**config.mk**
```make
export PLATFORM = sky130hd
export DESIGN_NAME = coherence_bus_arbiter_flat
export DESIGN_NICKNAME = d
export VERILOG_FILES = /design/src/rtl/coherence_bus_arbiter_pkg.sv /design/src/rtl/coherence_bus_arbiter_if.sv /design/src/rtl/coherence_bus_arbiter_rr_priority_select.sv /design/src/rtl/coherence_bus_arbiter.sv /design/src/flat_wrapper.sv
export SDC_FILE = /design/constraint.sdc
export NUM_CORES = 1
export LEC_CHECK = 0
export ABC_AREA = 1
export CORE_ASPECT_RATIO = 0.75
export CORE_MARGIN = 2
export CORE_UTILIZATION = 57
export CTS_BUF_LIST = sky130_fd_sc_hd__clkbuf_16
export CTS_CLUSTER_DIAMETER = 30
export DETAILED_ROUTE_END_ITERATION = 16
export PLACE_DENSITY = 0.85
export SLEW_MARGIN = 5
export SYNTH_ARGS = -nofsm -noshare
export SYNTH_HDL_FRONTEND = slang
export SYNTH_SLANG_ARGS = --single-unit
```
**constraint.sdc**
```tcl
create_clock -name clock -period 5.4 [get_ports clock]
set_input_delay 1.08 -clock clock [delete_from_list [all_inputs] [get_ports clock]]
set_output_delay 1.08 -clock clock [all_outputs]
set_load 0.05 [all_outputs]
```
**src/rtl/coherence_bus_arbiter_pkg.sv**
```systemverilog
`default_nettype none
// ============================================================================
// Module      : coherence_bus_arbiter_pkg
// Description : Shared cache-hierarchy definitions for the coherence bus
//               arbiter: arbiter state encoding and a ceiling-log2 helper
//               used to size indices and counters.
// Revision    : 1.0 - initial release
// ============================================================================
package coherence_bus_arbiter_pkg;

    // Bus arbitration phases. TURN is the single dead cycle between grants.
    typedef enum logic [1:0] {
        ST_IDLE  = 2'd0,
        ST_GRANT = 2'd1,
        ST_TURN  = 2'd2
    } arb_state_t;

    // Ceiling log2 with a floor of 1 so that a single-entry index still
    // gets a real bit.
    function automatic int log2(input int value);
        int w;
        w = 1;
        while ((1 << w) < value) begin
            w = w + 1;
        end
        return w;
    endfunction

endpackage : coherence_bus_arbiter_pkg
`default_nettype wire

```
**src/rtl/coherence_bus_arbiter_if.sv**
```systemverilog
`default_nettype none
// ============================================================================
// Module      : coherence_bus_arbiter_if
// Description : Bus request/grant bundle between the L1/memory requesters
//               and the coherence bus arbiter.
//                 request      - per-port request, top bit is memory side
//                 grant        - one-hot registered grant
//                 grant_id     - index of granted port (0 when idle)
//                 bus_busy     - a grant is active
//                 hold_timeout - one-cycle pulse on excessive hold
//               master modport: requester side; slave modport: arbiter.
// Revision    : 1.0 - initial release
// ============================================================================
interface coherence_bus_arbiter_if #(
    parameter int NUM_L1_CACHES = 4
);
    import coherence_bus_arbiter_pkg::*;

    localparam int BUS_PORTS     = NUM_L1_CACHES + 1;
    localparam int BUS_SIG_WIDTH = log2(BUS_PORTS);

    logic [BUS_PORTS-1:0]     request;
    logic [BUS_PORTS-1:0]     grant;
    logic [BUS_SIG_WIDTH-1:0] grant_id;
    logic                     bus_busy;
    logic                     hold_timeout;

    modport master (
        output request,
        input  grant,
        input  grant_id,
        input  bus_busy,
        input  hold_timeout
    );

    modport slave (
        input  request,
        output grant,
        output grant_id,
        output bus_busy,
        output hold_timeout
    );

endinterface : coherence_bus_arbiter_if
`default_nettype wire

```
**src/rtl/coherence_bus_arbiter_rr_priority_select.sv**
```systemverilog
`default_nettype none
// ============================================================================
// Module      : rr_priority_select
// Description : Combinational round-robin picker. Returns the first set
//               request bit at or after pointer, wrapping from WIDTH-1 to 0.
//                 requests - candidate request vector
//                 pointer  - search start position (must be < WIDTH)
//                 onehot   - selected request, one-hot
//                 index    - selected request position
//                 found    - any request was set
// Revision    : 1.0 - initial release
// ============================================================================
module rr_priority_select
    import coherence_bus_arbiter_pkg::*;
#(
    parameter int WIDTH = 4,
    parameter int IDX_W = log2(WIDTH)
) (
    input  logic [WIDTH-1:0] requests,
    input  logic [IDX_W-1:0] pointer,
    output logic [WIDTH-1:0] onehot,
    output logic [IDX_W-1:0] index,
    output logic             found
);

    logic [2*WIDTH-1:0] w_dbl;
    logic [WIDTH-1:0]   w_rot;
    logic [IDX_W-1:0]   w_off;
    logic [IDX_W:0]     w_sum;

    // Rotate the requests so that bit 0 corresponds to the pointer, find the
    // first set bit, then rotate the offset back into an absolute index.
    always_comb begin
        w_dbl  = {requests, requests} >> pointer;
        w_rot  = w_dbl[WIDTH-1:0];
        w_off  = '0;
        found  = 1'b0;
        for (int i = 0; i < WIDTH; i++) begin
            if (!found && w_rot[i]) begin
                found = 1'b1;
                w_off = IDX_W'(i);
            end
        end
        w_sum = {1'b0, pointer} + {1'b0, w_off};
        if (w_sum >= (IDX_W+1)'(WIDTH)) begin
            w_sum = w_sum - (IDX_W+1)'(WIDTH);
        end
        index  = w_sum[IDX_W-1:0];
        onehot = found ? (WIDTH'(1) << index) : '0;
    end

endmodule : rr_priority_select
`default_nettype wire

```
**src/rtl/coherence_bus_arbiter.sv**
```systemverilog
`default_nettype none
// ============================================================================
// Module      : coherence_bus_arbiter
// Description : Coherence bus arbiter for NUM_L1_CACHES L1 ports plus one
//               memory-side port. Memory has absolute priority in IDLE, L1
//               ports are served round-robin, a grant is non-preemptive and
//               is followed by one TURN cycle. A hold counter raises a
//               one-cycle hold_timeout after MAX_HOLD cycles of one grant.
//                 clock - rising-edge clock
//                 reset - asynchronous active-high reset
//                 bus   - request/grant bundle (slave modport)
// Revision    : 1.0 - initial release
// ============================================================================
module coherence_bus_arbiter
    import coherence_bus_arbiter_pkg::*;
#(
    parameter int NUM_L1_CACHES = 4,
    parameter int MAX_HOLD      = 64
) (
    input  logic                   clock,
    input  logic                   reset,
    coherence_bus_arbiter_if.slave bus
);

    localparam int BUS_PORTS     = NUM_L1_CACHES + 1;
    localparam int MEM_PORT      = BUS_PORTS - 1;
    localparam int BUS_SIG_WIDTH = log2(BUS_PORTS);
    localparam int RR_W          = log2(NUM_L1_CACHES);
    localparam int CNT_W         = log2(MAX_HOLD + 1);

    localparam logic [CNT_W-1:0]         c_hold_max  = CNT_W'(MAX_HOLD);
    localparam logic [BUS_SIG_WIDTH-1:0] c_mem_id    = BUS_SIG_WIDTH'(MEM_PORT);
    localparam logic [BUS_SIG_WIDTH-1:0] c_last_l1   = BUS_SIG_WIDTH'(NUM_L1_CACHES - 1);

    arb_state_t               r_state, w_state_nx;
    logic [BUS_PORTS-1:0]     r_grant, w_grant_nx;
    logic [BUS_SIG_WIDTH-1:0] r_grant_id, w_grant_id_nx;
    logic                     r_busy, w_busy_nx;
    logic                     r_timeout, w_timeout_nx;
    logic [RR_W-1:0]          r_rr_ptr, w_rr_ptr_nx;
    logic [CNT_W-1:0]         r_hold_cnt, w_hold_cnt_nx;

    logic [NUM_L1_CACHES-1:0] w_pick_onehot;
    logic [RR_W-1:0]          w_pick_index;
    logic                     w_pick_found;

    rr_priority_select #(
        .WIDTH (NUM_L1_CACHES),
        .IDX_W (RR_W)
    ) u_rr_select (
        .requests (bus.request[NUM_L1_CACHES-1:0]),
        .pointer  (r_rr_ptr),
        .onehot   (w_pick_onehot),
        .index    (w_pick_index),
        .found    (w_pick_found)
    );

    always_ff @(posedge clock or posedge reset) begin
        if (reset) begin
            r_state    <= ST_IDLE;
            r_grant    <= '0;
            r_grant_id <= '0;
            r_busy     <= 1'b0;
            r_timeout  <= 1'b0;
            r_rr_ptr   <= '0;
            r_hold_cnt <= '0;
        end else begin
            r_state    <= w_state_nx;
            r_grant    <= w_grant_nx;
            r_grant_id <= w_grant_id_nx;
            r_busy     <= w_busy_nx;
            r_timeout  <= w_timeout_nx;
            r_rr_ptr   <= w_rr_ptr_nx;
            r_hold_cnt <= w_hold_cnt_nx;
        end
    end

    always_comb begin
        w_state_nx    = r_state;
        w_grant_nx    = r_grant;
        w_grant_id_nx = r_grant_id;
        w_busy_nx     = r_busy;
        w_timeout_nx  = 1'b0;
        w_rr_ptr_nx   = r_rr_ptr;
        w_hold_cnt_nx = r_hold_cnt;

        unique case (r_state)
            ST_IDLE: begin
                if (bus.request[MEM_PORT]) begin
                    w_state_nx             = ST_GRANT;
                    w_grant_nx             = '0;
                    w_grant_nx[MEM_PORT]   = 1'b1;
                    w_grant_id_nx          = c_mem_id;
                    w_busy_nx              = 1'b1;
                    w_hold_cnt_nx          = '0;
                end else if (w_pick_found) begin
                    w_state_nx    = ST_GRANT;
                    w_grant_nx    = {1'b0, w_pick_onehot};
                    w_grant_id_nx = BUS_SIG_WIDTH'(w_pick_index);
                    w_busy_nx     = 1'b1;
                    w_hold_cnt_nx = '0;
                end
            end

            ST_GRANT: begin
                if (bus.request[r_grant_id]) begin
                    // Non-preemptive: only the owner's request matters here.
                    if (r_hold_cnt < c_hold_max) begin
                        w_hold_cnt_nx = r_hold_cnt + 1'b1;
                    end
                    // Pulse lines up with the cycle the count reaches MAX_HOLD.
                    if (r_hold_cnt == c_hold_max - 1'b1) begin
                        w_timeout_nx = 1'b1;
                    end
                end else begin
                    w_state_nx    = ST_TURN;
                    w_grant_nx    = '0;
                    w_grant_id_nx = '0;
                    w_busy_nx     = 1'b0;
                    // The memory port sits outside the L1 rotation.
                    if (r_grant_id != c_mem_id) begin
                        if (r_grant_id == c_last_l1) begin
                            w_rr_ptr_nx = '0;
                        end else begin
                            w_rr_ptr_nx = RR_W'(r_grant_id + 1'b1);
                        end
                    end
                end
            end

            ST_TURN: begin
                w_state_nx = ST_IDLE;
            end

            default: begin
                w_state_nx    = ST_IDLE;
                w_grant_nx    = '0;
                w_grant_id_nx = '0;
                w_busy_nx     = 1'b0;
            end
        endcase
    end

    assign bus.grant        = r_grant;
    assign bus.grant_id     = r_grant_id;
    assign bus.bus_busy     = r_busy;
    assign bus.hold_timeout = r_timeout;

endmodule : coherence_bus_arbiter
`default_nettype wire

```
**src/flat_wrapper.sv**
```systemverilog
// flat-port wrapper written by rule: the top's interface ports become plain ports
module coherence_bus_arbiter_flat import coherence_bus_arbiter_pkg::*;
#(
    parameter int NUM_L1_CACHES = 4,
    parameter int MAX_HOLD      = 64
)
  (clock, reset, bus_request, bus_grant, bus_grant_id, bus_bus_busy, bus_hold_timeout);
  coherence_bus_arbiter_if #(.NUM_L1_CACHES(NUM_L1_CACHES)) bus_i ();
  input  logic clock;
  input  logic reset;
  input wire logic [$bits(bus_i.request)-1:0] bus_request;
  output wire logic [$bits(bus_i.grant)-1:0] bus_grant;
  output wire logic [$bits(bus_i.grant_id)-1:0] bus_grant_id;
  output wire logic [$bits(bus_i.bus_busy)-1:0] bus_bus_busy;
  output wire logic [$bits(bus_i.hold_timeout)-1:0] bus_hold_timeout;
  assign bus_i.request = bus_request;
  assign bus_grant = bus_i.grant;
  assign bus_grant_id = bus_i.grant_id;
  assign bus_bus_busy = bus_i.bus_busy;
  assign bus_hold_timeout = bus_i.hold_timeout;
  coherence_bus_arbiter #(.NUM_L1_CACHES(NUM_L1_CACHES), .MAX_HOLD(MAX_HOLD)) u_core (.clock(clock), .reset(reset), .bus(bus_i));
endmodule
```
# Word level (Yosys, flattened, before mapping)
# Cells that the tools add are included.
dict set report op_classes {
  n_eq_ne 9
  bitwise_logic 2
  mux 35
  reduce_logical 12
  n_addsub 4
  magnitude_cmp 3
  shifts 2
}
# operator n
set ops {}
lappend ops {{$mux W7} 4}
lappend ops {{$mux W5} 3}
lappend ops {{$pmux W5 S3} 1}
lappend ops {{$mux W2} 7}
lappend ops {{$pmux W7 S2} 1}
lappend ops {{$mux W1} 12}
lappend ops {{$mux W3} 3}
lappend ops {{$pmux W3 S3} 1}
lappend ops {{$shr A8 B2 Y4} 1}
lappend ops {{$add A7 B1 Y7 const B} 1}
lappend ops {{$eq A7 B6 Y1 const B} 1}
lappend ops {{$lt A7 B7 Y1 const B} 1}
lappend ops {{$ne A3 B3 Y1 const B} 2}
lappend ops {{$reduce_and A3 Y1} 2}
lappend ops {{$lt A3 B4 Y1 const B} 1}
lappend ops {{$ne A2 B1 Y1 const B} 2}
lappend ops {{$pmux W2 S2} 1}
lappend ops {{$reduce_and A4 Y1} 1}
lappend ops {{$shl A1 B2 Y4 const A} 1}
lappend ops {{$add A2 B2 Y3} 1}
lappend ops {{$bmux W1 S3} 1}
lappend ops {{$eq A3 B2 Y1 const B} 1}
lappend ops {{$ge A3 B3 Y1 const B} 1}
lappend ops {{$logic_and A1 B1 Y1} 3}
lappend ops {{other kinds (11)} 14}
dict set report word_totals {
  reg_bits 21
  input_bits 7
  out_inout_bits 10
  word_cells 74
}

# Depth between registers and ports, before layout
# Gate-level depths: netlist (run 1).
dict set report logic_depth {
  ltp_word 18
  depth_mapped 12
}

# Cells and area by module
# Synthesis (run 1) repeated with hierarchy kept, for this count alone.
dict set report hier_totals {
  cells_unflattened 191
  hier_area_um2 1330.0
}
# mod area_each_um2 instances seq_area_each_um2 cells_each
set modules_own_cells {}
lappend modules_own_cells {coherence_bus_arbiter 1117.3 1 500.5 148}
lappend modules_own_cells {rr_priority_select 212.7 1 0.0 43}

# Worst setup path before layout (run 1)
# No wires, ideal clock.
dict set report synth_path {
  kind {input-to-reg}
  start {input port bus_request[3]}
  end {register u_core.r_grant_id[1] (netlist: u_core.bus.grant_id[1])}
  path_stages 11
  arrival_ns 2.200
  required_time_ns 5.278
  slack_ns 3.078
  path_cell_list {nand2_1 > nand3_1 > nand2_1 > nand3_1 > a21boi_0 > ha_1 > xor2_1 > nand3b_1 > nand2_1 > nand2_1 > o21ai_2}
}
dict set report synth_via {
  elab_chain_len 17
  elab_cells_between_ends 26
  classes_between {add/sub: 2; order compare: 1; eq/ne: 2; shift: 1; mux: 13; reduce/logical: 7}
}
# element line
set synth_lines {}
lappend synth_lines {{start, declared} flat_wrapper.sv:11} ;# input wire logic [$bits(bus_i.request)-1:0] bus_request;
lappend synth_lines {{$shr A8 B2 Y4} coherence_bus_arbiter_rr_priority_select.sv:34} ;# w_dbl = {requests, requests} >> pointer;
lappend synth_lines {{$mux W1} coherence_bus_arbiter_rr_priority_select.sv:39} ;# if (!found && w_rot[i]) begin
lappend synth_lines {{$logic_not A1 Y1} coherence_bus_arbiter_rr_priority_select.sv:39}
lappend synth_lines {{$logic_and A1 B1 Y1} coherence_bus_arbiter_rr_priority_select.sv:39}
lappend synth_lines {{$mux W1} coherence_bus_arbiter_rr_priority_select.sv:39}
lappend synth_lines {{$logic_not A1 Y1} coherence_bus_arbiter_rr_priority_select.sv:39}
lappend synth_lines {{$logic_and A1 B1 Y1} coherence_bus_arbiter_rr_priority_select.sv:39}
lappend synth_lines {{$mux W1} coherence_bus_arbiter_rr_priority_select.sv:39}
lappend synth_lines {{$logic_not A1 Y1} coherence_bus_arbiter_rr_priority_select.sv:39}
lappend synth_lines {{$logic_and A1 B1 Y1} coherence_bus_arbiter_rr_priority_select.sv:39}
lappend synth_lines {{$mux W2} coherence_bus_arbiter_rr_priority_select.sv:39}
lappend synth_lines {{$add A2 B2 Y3} coherence_bus_arbiter_rr_priority_select.sv:44} ;# w_sum = {1'b0, pointer} + {1'b0, w_off};
lappend synth_lines {{$ge A3 B3 Y1 / $sub A2 B1 Y2 (equally long branches)} {coherence_bus_arbiter_rr_priority_select.sv:45, coherence_bus_arbiter_rr_priority_select.sv:46}}
lappend synth_lines {{$mux W2} coherence_bus_arbiter_rr_priority_select.sv:45} ;# if (w_sum >= (IDX_W+1)'(WIDTH)) begin
lappend synth_lines {{$mux W3} coherence_bus_arbiter.sv:96} ;# end else if (w_pick_found) begin
lappend synth_lines {{$mux W3} coherence_bus_arbiter.sv:89} ;# if (bus.request[MEM_PORT]) begin
lappend synth_lines {{$pmux W3 S3} coherence_bus_arbiter.sv:87} ;# unique case (r_state)
lappend synth_lines {{end signal, assigned} coherence_bus_arbiter.sv:70} ;# r_grant_id <= w_grant_id_nx;
lappend synth_lines {{end, declared} coherence_bus_arbiter.sv:37} ;# logic [BUS_SIG_WIDTH-1:0] r_grant_id, w_grant_id_nx;
# Several ways; a longest one is shown, not always the timed one. The select of a mux whose other input is x is not followed.
# A chain may end at the register's enable or synchronous reset.

# Final worst setup path (run 1)
dict set report layout_path {
  start {input port bus_request[0]}
  end {register u_core.r_grant_id[1] (netlist: u_core.bus.grant_id[1])}
}
# Same word-level chain as after synthesis.

==> key figures, run 1 <==
Outcome
  • Status: completed

Clocking
  • Hold buffer count at cts: 0
  • Clock slew at reported path FFs: 60 ps
  • CTS sink count: 20
  • TritonCTS clock tree: yes
  • Root Buffer: clkbuf_16
  • CTS buffer count: 3
  • Skew-Pair Late Insertion Delay: 250 ps
  • Clock tree buffer depth: 2
  • Setup Fix Bufs, Post-CTS: 0
  • CTS resizes: 0
  • CTS HTree Levels: 1

Pwr
  • Overall power: 0.000965 W
  • Total power divided by cell area: 655 mW/mm^2
  • Pint: 0.000503 W
  • P_leak: 0.737 nW
  • Clock power share: 20.7%
  • Sw Share: 47.8%
  • Part of the power in registers: 24.5%
  • Comb power frac: 54.8%
  • Worst VDD drop: 549 uV
  • Net load switching power: 0.000461 W

Placement
  • Post-DP Area: 0.00137 sq mm
  • GP Congestion: 0.884
  • DP Wirelength: 1910 microns
  • Port Buffers: 16
  • Placed cell count: 198

Global routing
  • Largest net degree at the start of global routing: 21
  • First-pass GRT wire length: 4460 microns
  • Initial antenna violation count: 0
  • Gr usage total: 23.5%
  • GRT overflow: 0
  • Vias in the first global route: 982

Finish
  • # nets final: 190
  • Final Cell Area: 0.00147 sq mm
  • Non-Filler Instances: 202
  • Fill cells: 142
  • Antenna Cells: 0
  • Syn-to-layout area delta: 23.1%
  • Share of cells above drive strength 1: 7.87%

Routing
  • Drt total wl: 2670 microns
  • Initial DRC Count: 47
  • DR DRC count: 0
  • Via density: 5.49
  • Drt pass-1 iters: 4
  • Final antenna-violating net count: 0
  • Post-DR wirelength/cell: 13.2 microns
  • Via count: 1109

Critical path
  • Critical Path, Cell by Cell: clkdlybuf4s50_1 -> nand2_1 -> nand3_1 -> nand2_1 -> nand3_1 -> a21boi_0 -> ha_1 -> xor2_1 -> nand3b_1 -> nand2_1 -> nand2_1 -> o21ai_2
  • Crit path max fanout: 4
  • CP max stage delay: 460 ps
  • CP Capture Type: flip-flop
  • Slowest CP cell: clkdlybuf4s50_1
  • Critical path class: input port to flip-flop
  • Most used cell, CP: nand2_1
  • Crit path arrival time: 2870 ps
  • Worst EP required: 5540 ps
  • Startpoint Class: input port

STA
  • Skew final: 6.21 ps
  • Slew headroom: 50.1%
  • Worst slew pin tran: 747 ps
  • Fin crit share: 50.6%
  • RSZ-0062 raised after global routing: no
  • TNS Setup: 0 ps
  • Min cycle time layout: 2730 ps
  • Hold WS: 482 ps
  • Final setup vio count: 0
  • Pins over their slew limit: 0
  • Fmax: 0.366 GHz
  • Final hold vios: 0

Floorplan
  • DIE HEIGHT: 43.7 microns
  • Rows: 14
  • Full die area: 0.00249 sq mm
  • # IOs: 17
  • Die W: 56.9 microns
  • Core box area: 0.00200 sq mm
  • Initial Util: 60.0%

Logic synthesis
  • Post-synthesis instance area: 0.00120 sq mm
  • Post-Syn Nets: 171
  • Ys Warns: 0
  • Register area share after synthesis: 41.8%
  • Gate count after technology mapping: 160
  • Synth Register Bits: 20
  • Distinct cells, synth: 23
  • Syn_area_per_cell: 7.48 sq um

Worst hold path
  • Worst min path class: flip-flop to flip-flop

Job
  • Max_cap viols: 0
## per-layer routing
layer  track usage (%)  up-vias  share of wire, %
met5                 0        -                 0
met4              4.19        0              0.26
met3              5.97        2               5.9
met2              37.9       38                46
met1              33.0      512                47
li1                  -      557                 -
## flip-flops by register name (all words and copies together), names as in the netlist
signal / count
u_core.bus.grant: 4
u_core.r_hold_cnt: 7
u_core.r_rr_ptr: 2
u_core.bus.hold_timeout: 1
u_core.bus.bus_busy: 1
u_core.bus.grant_id: 3
u_core.r_state: 2
## path summary, 6_finish.rpt
kind                                            startpoint                                  to  slack [ps]  cells after the start
setup / recovery                            bus_request[0]  u_core.bus.grant_id[1]$_DFFE_PP0P_        2670                     12
hold / removal             u_core.bus.bus_busy$_DFFE_PP0P_     u_core.bus.bus_busy$_DFFE_PP0P_         480                      2
setup reg to reg            u_core.r_rr_ptr[1]$_DFFE_PP0P_  u_core.bus.grant_id[1]$_DFFE_PP0P_        3430                     11
hold reg to reg            u_core.bus.bus_busy$_DFFE_PP0P_     u_core.bus.bus_busy$_DFFE_PP0P_         480                      2
max in group asynchronous                            reset      u_core.r_rr_ptr[0]$_DFFE_PP0P_        3670                      2
min in group asynchronous                            reset     u_core.bus.grant[2]$_DFFE_PP0P_        1260                      2
## cell type report
cell class / instances / area (sq um) / share of cell area [%]
Inverter: 25 / 93.8 / 6.37
Multi-Input combinational cell: 113 / 584 / 39.6
Sequential cell: 20 / 500 / 34.0
Clock inverter: 1 / 30.0 / 2.04
Timing Repair Buffer: 16 / 160 / 10.9
Tap cell: 24 / 30.0 / 2.04
Clock buffer: 3 / 75.1 / 5.09
## power by group through the flow
| stage | registers, W | clock network [W] | logic (W) |
|---|---|---|---|
| 2_1_floorplan | 0.000308 | 0 | 0.000328 |
| 3_3_place_gp | 0.000235 | 0 | 0.000500 |
| 3_5_place_dp | 0.000237 | 0 | 0.000518 |
| 4_1_cts | 0.000236 | 0.000203 | 0.000523 |
| 5_1_grt | 0.000243 | 0.000211 | 0.000578 |
| 6_report | 0.000236 | 0.000200 | 0.000528 |
## worst max-delay path, delay by kind of cell
| family | cells | cell delay (ps) |
|---|---|---|
| AO/OA/AOI/OAI | 2 | 220 |
| XOR/XNOR | 1 | 190 |
| adder cells (fa/ha/maj) | 1 | 190 |
| buffers and inverters | 1 | 460 |
| AND/OR/NAND/NOR | 7 | 720 |
## cells by family after synthesis
kind of cell	share of synthesized area (%)
AOI/OAI and AO/OA	9.30
xor gates and xnor gates	2.19
adders and majority gates	4.18
buffers and inverters	9.40
DFF	41.8
and+or+nand+nor	33.1
## stage by stage
stage / setup slack [ps] / utilization [%]
after floorplan: 3080 / -
after global placement: 2510 / 68.5
after detailed placement: 2420 / 68.5
after CTS: 2690 / 73.8
after global routing: 2480 / 73.8
final: 2670 / 73.8
## synthesized netlist by cell type
library cell	number	area (sq um)
nand3b_1	1	7.51
o21ai_2	4	35.0
nand3_1	26	130
nand2_4	1	11.3
nand2_2	2	12.5
inv_1	23	86.3
a211oi_1	1	7.51
nor4_1	1	6.26
nor2_1	10	37.5
inv_2	2	7.51
nand4_1	3	18.8
ha_1	4	50.1
buf_4	1	7.51
buf_6	1	11.3
dfrtp_1	20	500
a21boi_0	1	7.51
nand2_1	44	165
o21ai_1	1	5.00
a21oi_1	1	5.00
a21boi_2	1	11.3
nor3b_1	1	7.51
o21ai_0	8	40.0
xor2_1	3	26.3
## cell usage in the layout (no fill, tap or decap), drive strengths merged, types with 2 or more instances in the layout
master and count:
inv 25, nor2 10, clkbuf 3, o21ai 13, ha 4, a21boi 2
xor2 3, nand4 3, clkdlybuf4s50 16, nand2 47, dfrtp 20, nand3 26
(Power assumes the default switching activity.)
==> inputs of run 2 (changes only) <==
--- a/config.mk
+++ b/config.mk
@@ -8,11 +8,11 @@
 export ABC_AREA = 1
 export CORE_ASPECT_RATIO = 0.75
 export CORE_MARGIN = 2
-export CORE_UTILIZATION = 57
+export CORE_UTILIZATION = 48
 export CTS_BUF_LIST = sky130_fd_sc_hd__clkbuf_16
 export CTS_CLUSTER_DIAMETER = 30
 export DETAILED_ROUTE_END_ITERATION = 16
-export PLACE_DENSITY = 0.85
+export PLACE_DENSITY = 0.76
 export SLEW_MARGIN = 5
 export SYNTH_ARGS = -nofsm -noshare
 export SYNTH_HDL_FRONTEND = slang
==> constraint.sdc (replaced) <==
create_clock -name clock -period 2.5 [get_ports clock]
set_input_delay 0.5 -clock clock [delete_from_list [all_inputs] [get_ports clock]]
set_output_delay 0.5 -clock clock [all_outputs]
set_load 0.05 [all_outputs]
==> key figures, run 2 (same netlist as run 1, synthesis figures left out) <==
Finish
  • Fill cells: 229 (+61%)
  • Most frequent cells in the layout: nand2_1 (44), nand3_1 (26), inv_1 (23)
  • Multi-input gate area: 584 sq um (unchanged)
  • Max reg flops: 7 (unchanged)
  • Biggest register: u_core.r_hold_cnt
  • Non-Filler Instances: 213 (+5.4%)
  • Antenna Cells: 0 (unchanged)
  • Syn-to-layout area delta: 22.6%
  • Most common cell after layout, fill and taps aside: nand2_1
  • Reg area: 500 sq um (unchanged)
  • # nets final: 191 (+0.53%)
  • Share of cells above drive strength 1: 7.82% (-0.044 points)

Global routing
  • Largest net degree at the start of global routing: 21 (unchanged)
  • Initial antenna violation count: 0 (unchanged)
  • GRT overflow: 0 (unchanged)
  • Vias in the first global route: 1022 (+4.1%)
  • First-pass GRT wire length: 4210 microns (-5.6%)
  • Gr usage total: 19.9% (-3.6 points)

Routing
  • Drt pass-1 iters: 4 (unchanged)
  • Via density: 5.12 (-6.8%)
  • Post-DR wirelength/cell: 11.8 microns (-11%)
  • DR DRC count: 0 (unchanged)
  • Drt total wl: 2500 microns (-6.4%)
  • Via count: 1090 (-1.7%)
  • Initial DRC Count: 27 (-43%)
  • Final antenna-violating net count: 0 (unchanged)

STA
  • Slew headroom: 48.9% (-1.2 points)
  • Min cycle time layout: 2150 ps
  • Final hold vios: 0 (unchanged)
  • Fmax: 0.464 GHz
  • Worst slew pin tran: 765 ps (+18.4 ps)
  • Fin crit share: 86.2%
  • RSZ-0062 raised after global routing: no
  • Final setup vio count: 0 (unchanged)
  • Hold WS: 477 ps (-5.01 ps)
  • Skew final: 3.41 ps (-2.81 ps)
  • Pins over their slew limit: 0 (unchanged)
  • TNS Setup: 0 ps (unchanged)

Pwr
  • P_leak: 0.729 nW (-1.1%)
  • Total power divided by cell area: 1350 mW/mm^2 (+110%)
  • Worst VDD drop: 859 uV (+57%)

Placement
  • DP Wirelength: 1940 microns (+1.3%)
  • GP Congestion: 0.877 (-0.83%)
  • Port Buffers: 16 (unchanged)
  • Placed cell count: 209 (+5.6%)

Floorplan
  • Rows: 15 (+1)
  • # IOs: 17 (unchanged)
  • Full die area: 0.00291 sq mm (+17%)
  • Die W: 61.7 microns (+8.3%)
  • Core box area: 0.00233 sq mm (+17%)
  • Initial Util: 51.5% (-8.5 points)
  • DIE HEIGHT: 47.3 microns (+8.2%)

Clocking
  • CTS resizes: 0 (unchanged)
  • Root Buffer: clkbuf_16
  • Clock slew at reported path FFs: 60 ps (about the same)
  • Setup Fix Bufs, Post-CTS: 0 (unchanged)
  • Skew-Pair Late Insertion Delay: 250 ps (about the same)
  • Hold buffer count at cts: 0 (unchanged)
  • Clock tree buffer depth: 2 (unchanged)
  • CTS HTree Levels: 1 (unchanged)
  • CTS sink count: 20 (unchanged)
  • CTS buffer count: 3 (unchanged)
  • TritonCTS clock tree: yes

Critical path
  • Startpoint Class: input port
  • CP Capture Type: flip-flop
  • Worst EP required: 2640 ps (-2900 ps)
  • Crit path max fanout: 4 (unchanged)
  • Crit path arrival time: 2290 ps (-580 ps)
  • Critical path class: input port to flip-flop

Job
  • Max_cap viols: 0 (unchanged)

Outcome
  • Status: completed

Worst hold path
  • Worst min path class: flip-flop to flip-flop
-- run 2: worst paths after layout --
kind	start	endpoint	slack [ps]	depth (start not counted)
min	u_core.bus.bus_busy$_DFFE_PP0P_	u_core.bus.bus_busy$_DFFE_PP0P_	480	2
min in group asynchronous	reset	u_core.bus.grant[3]$_DFFE_PP0P_	690	2
min reg2reg	u_core.bus.bus_busy$_DFFE_PP0P_	u_core.bus.bus_busy$_DFFE_PP0P_	480	2
max reg2reg	u_core.r_rr_ptr[0]$_DFFE_PP0P_	u_core.bus.grant_id[1]$_DFFE_PP0P_	540	12
max	bus_request[3]	u_core.bus.grant_id[1]$_DFFE_PP0P_	350	12
max in group asynchronous	reset	u_core.r_hold_cnt[3]$_DFFE_PP0P_	1330	2
-- run 2: critical path, cell delays in order --
cell             delay, ps
clkdlybuf4s50_1        450
nand2_1                130
nand3_1                 80
nand2_1                110
nand3_1                 70
a21boi_0               180
ha_1                   190
xor2_1                 170
nand3b_1               140
nand2_1                100
nand2_1                110
o21ai_2                 60
-- run 2: power breakdown --
group	switching (W)	internal, W
clock network	0.000117	0.000213
logic	0.000774	0.000363
registers	0.0000914	0.000419
total	0.000982	0.000995
-- run 2: through the flow --
step / util, % / instance area, sq um / power, W / worst slack [ps]
2_1_floorplan: - / 1200 / 0.00137 / 758
4_1_cts: 63.1 / 1470 / 0.00198 / 361
3_5_place_dp: 59.7 / 1390 / 0.00164 / 90.4
3_3_place_gp: 59.7 / 1390 / 0.00161 / 200
6_report: 63.1 / 1470 / 0.00198 / 345
5_1_grt: 63.1 / 1470 / 0.00213 / 150
-- run 2: area by class of cell --
| cell class | count | area share [%] |
|---|---|---|
| Inverter | 25 | 6.39 |
| Multi-Input combinational cell | 113 | 39.8 |
| Clock buffer | 3 | 5.12 |
| Timing Repair Buffer | 17 | 11.4 |
| Tap cell | 34 | 2.90 |
| Sequential cell | 20 | 34.1 |
| Clock inverter | 1 | 0.256 |
-- run 2: routing by layer --
layer / vias up / GRT usage, % / share of wire [%]
li1: 555 / - / -
met1: 500 / 26.6 / 50
met2: 31 / 31.4 / 43
met3: 4 / 6.34 / 5.5
met4: 0 / 5.53 / 1.1
met5: - / 0 / 0
==> inputs of run 3 (changes only) <==
--- a/config.mk
+++ b/config.mk
@@ -8,11 +8,12 @@
 export ABC_AREA = 1
 export CORE_ASPECT_RATIO = 0.75
 export CORE_MARGIN = 2
-export CORE_UTILIZATION = 48
+export CORE_UTILIZATION = 57
 export CTS_BUF_LIST = sky130_fd_sc_hd__clkbuf_16
 export CTS_CLUSTER_DIAMETER = 30
 export DETAILED_ROUTE_END_ITERATION = 16
-export PLACE_DENSITY = 0.76
+export GPL_TIMING_DRIVEN = 0
+export PLACE_DENSITY = 0.85
 export SLEW_MARGIN = 5
 export SYNTH_ARGS = -nofsm -noshare
 export SYNTH_HDL_FRONTEND = slang
==> constraint.sdc (replaced) <==
create_clock -name clock -period 2.7 [get_ports clock]
set_input_delay 0.54 -clock clock [delete_from_list [all_inputs] [get_ports clock]]
set_output_delay 0.54 -clock clock [all_outputs]
set_load 0.05 [all_outputs]
==> key figures, run 3 (same netlist as run 1, synthesis figures left out) <==
Finish
  • Share of cells above drive strength 1: 8.33% (+0.51 points)
  • Most frequent cells in the layout: nand2_1 (44), nand3_1 (26), inv_1 (23)
  • Syn-to-layout area delta: 22.5% (about the same)
  • Antenna Cells: 0 (unchanged)
  • Biggest register: u_core.r_hold_cnt
  • Fill cells: 149 (-35%)
  • Max reg flops: 7 (unchanged)
  • # nets final: 192 (+0.52%)
  • Most common cell after layout, fill and taps aside: nand2_1

Critical path
  • Startpoint Class: input port
  • Most used cell, CP: nand2_1
  • CP max stage delay: 460 ps (about the same)
  • Critical Path, Cell by Cell: clkdlybuf4s50_1 -> nand2_1 -> nand3_1 -> nand2_1 -> nand3_1 -> a21boi_0 -> ha_1 -> xor2_1 -> nand3b_1 -> nand2_1 -> nand2_1 -> o21ai_2
  • Flop2flop setup slack: 630 ps (+90 ps)
  • CP Capture Type: flip-flop
  • Worst EP required: 2840 ps (+200 ps)
  • RR Endpoint: u_core.bus.grant_id[1]$_DFFE_PP0P_
  • Crit path arrival time: 2420 ps (+130 ps)
  • Critical path class: input port to flip-flop
  • R2R Path Start: u_core.r_rr_ptr[1]$_DFFE_PP0P_
  • Crit path max fanout: 4 (unchanged)
  • Slowest CP cell: clkdlybuf4s50_1
  • Worst reg2reg path depth: 11 (-1)

Clocking
  • Clock slew at reported path FFs: 50 ps (about the same)
  • CTS sink count: 20 (unchanged)
  • CTS resizes: 0 (unchanged)
  • Skew-Pair Late Insertion Delay: 250 ps (about the same)
  • CTS HTree Levels: 1 (unchanged)
  • Setup Fix Bufs, Post-CTS: 0 (unchanged)
  • TritonCTS clock tree: yes
  • CTS buffer count: 3 (unchanged)
  • Root Buffer: clkbuf_16
  • Clock tree buffer depth: 2 (unchanged)
  • Hold buffer count at cts: 0 (unchanged)

Floorplan
  • # IOs: 17 (unchanged)
  • Rows: 14 (-1)
  • Die W: 56.9 microns (-7.7%)
  • DIE HEIGHT: 43.7 microns (-7.5%)
  • Initial Util: 60.0% (+8.5 points)
  • Full die area: 0.00249 sq mm (-15%)
  • Core box area: 0.00200 sq mm (-14%)

Worst hold path
  • Worst min path class: flip-flop to flip-flop
  • Hold wc startpoint: u_core.bus.bus_busy$_DFFE_PP0P_
  • Hold EP: u_core.bus.bus_busy$_DFFE_PP0P_
  • Hold path depth: 2 (unchanged)

STA
  • Final hold vios: 0 (unchanged)
  • Slew headroom: 49.9% (+0.96 points)
  • Pins over their slew limit: 0 (unchanged)
  • Min cycle time layout: 2280 ps
  • Hold WS: 477 ps (-0.207 ps)
  • Fmax: 0.438 GHz
  • Final setup vio count: 0 (unchanged)
  • Fin crit share: 84.6%
  • TNS Setup: 0 ps (unchanged)
  • Final WS setup: 417 ps (+71.4 ps)
  • Skew final: 1.76 ps (-1.65 ps)
  • Worst slew pin tran: 751 ps (-14.4 ps)
  • RSZ-0062 raised after global routing: no

Routing
  • Via count: 1144 (+5.0%)
  • Final antenna-violating net count: 0 (unchanged)
  • DR DRC count: 0 (unchanged)
  • Initial DRC Count: 45 (+67%)
  • Drt total wl: 2600 microns (+3.7%)
  • Via density: 5.61 (+9.6%)
  • Post-DR wirelength/cell: 12.7 microns (+8.3%)
  • Drt pass-1 iters: 4 (unchanged)

Placement
  • GP Congestion: 0.836 (-4.6%)
  • Dpl ws: 198 ps (+107 ps)
  • DP Wirelength: 1990 microns (+2.4%)
  • Port Buffers: 16 (unchanged)

Global routing
  • GRT overflow: 0 (unchanged)
  • Largest net degree at the start of global routing: 21 (unchanged)
  • Gr usage total: 24.0% (+4.0 points)
  • Initial antenna violation count: 0 (unchanged)
  • Vias in the first global route: 1038 (+1.6%)
  • First-pass GRT wire length: 4510 microns (+7.2%)

Pwr
  • Overall power: 0.00186 W (-5.7%)
  • P_leak: 0.736 nW (+0.88%)
  • Worst VDD drop: 983 uV (+15%)
  • Total power divided by cell area: 1270 mW/mm^2 (-5.6%)

Outcome
  • Status: completed

Job
  • Max_cap viols: 0 (unchanged)
[run 3: changes by cell type in the layout (fill, tap and decap cells not counted), sizes merged]
cell / change
buf: +1
[run 3: through the flow]
stage / utilization (%) / cells / instance area (sq um)
finish: 73.4 / 204 / 1470
detailed placement: 69.5 / 200 / 1390
global placement: 69.5 / 200 / 1390
CTS: 73.4 / 204 / 1470
global route: 73.4 / 204 / 1470
floorplan: - / 160 / 1200
[run 3: final cells by class]
type / instances / area [sq um] / area share [%]
repair buffers: 16 / 160 / 10.9
multi-input cells: 113 / 584 / 39.8
flip-flops and latches: 20 / 500 / 34.1
clock inverters: 1 / 3.75 / 0.256
inverters: 25 / 93.8 / 6.40
well taps: 24 / 30.0 / 2.05
clock buffers: 3 / 75.1 / 5.12
plain buffers: 2 / 18.8 / 1.28
[run 3: power breakdown]
group / leakage [nW] / switching [W] / total [W] / internal (W)
Clock: 0.0385 / 0.000109 / 0.000307 / 0.000197
Sequential: 0.265 / 0.0000785 / 0.000467 / 0.000388
Combinational: 0.432 / 0.000741 / 0.00109 / 0.000350
[run 3: how the worst max path moves through the flow]
| stage | from | to | slack (ps) |
|---|---|---|---|
| 2_1_floorplan | bus_request[3] | u_core.bus.grant_id[1]$_DFFE_PP0P_ | 920 |
| 4_1_cts | bus_request[3] | u_core.bus.grant[1]$_DFFE_PP0P_ | 460 |
| 3_3_place_gp | bus_request[3] | u_core.bus.grant_id[1]$_DFFE_PP0P_ | 260 |
| 6_report | bus_request[3] | u_core.bus.grant_id[1]$_DFFE_PP0P_ | 420 |
| 3_5_place_dp | bus_request[3] | u_core.bus.grant_id[1]$_DFFE_PP0P_ | 200 |
| 5_1_grt | bus_request[0] | u_core.bus.grant[1]$_DFFE_PP0P_ | 290 |
[run 3: per-layer routing]
layer,track usage (%),share of wire (%),up-vias
met4,6.51,0.92,0
met5,0,0,-
met2,35.9,43,54
met1,33.3,47,522
li1,-,-,562
met3,8.66,9.1,6
[run 3: worst max-delay path: cells and delay by family]
kind | cells | cell delay, ps
compound gates | 2 | 280
xor+xnor | 1 | 170
fa+ha+maj | 1 | 190
buf+inv | 1 | 460
simple gates | 7 | 780
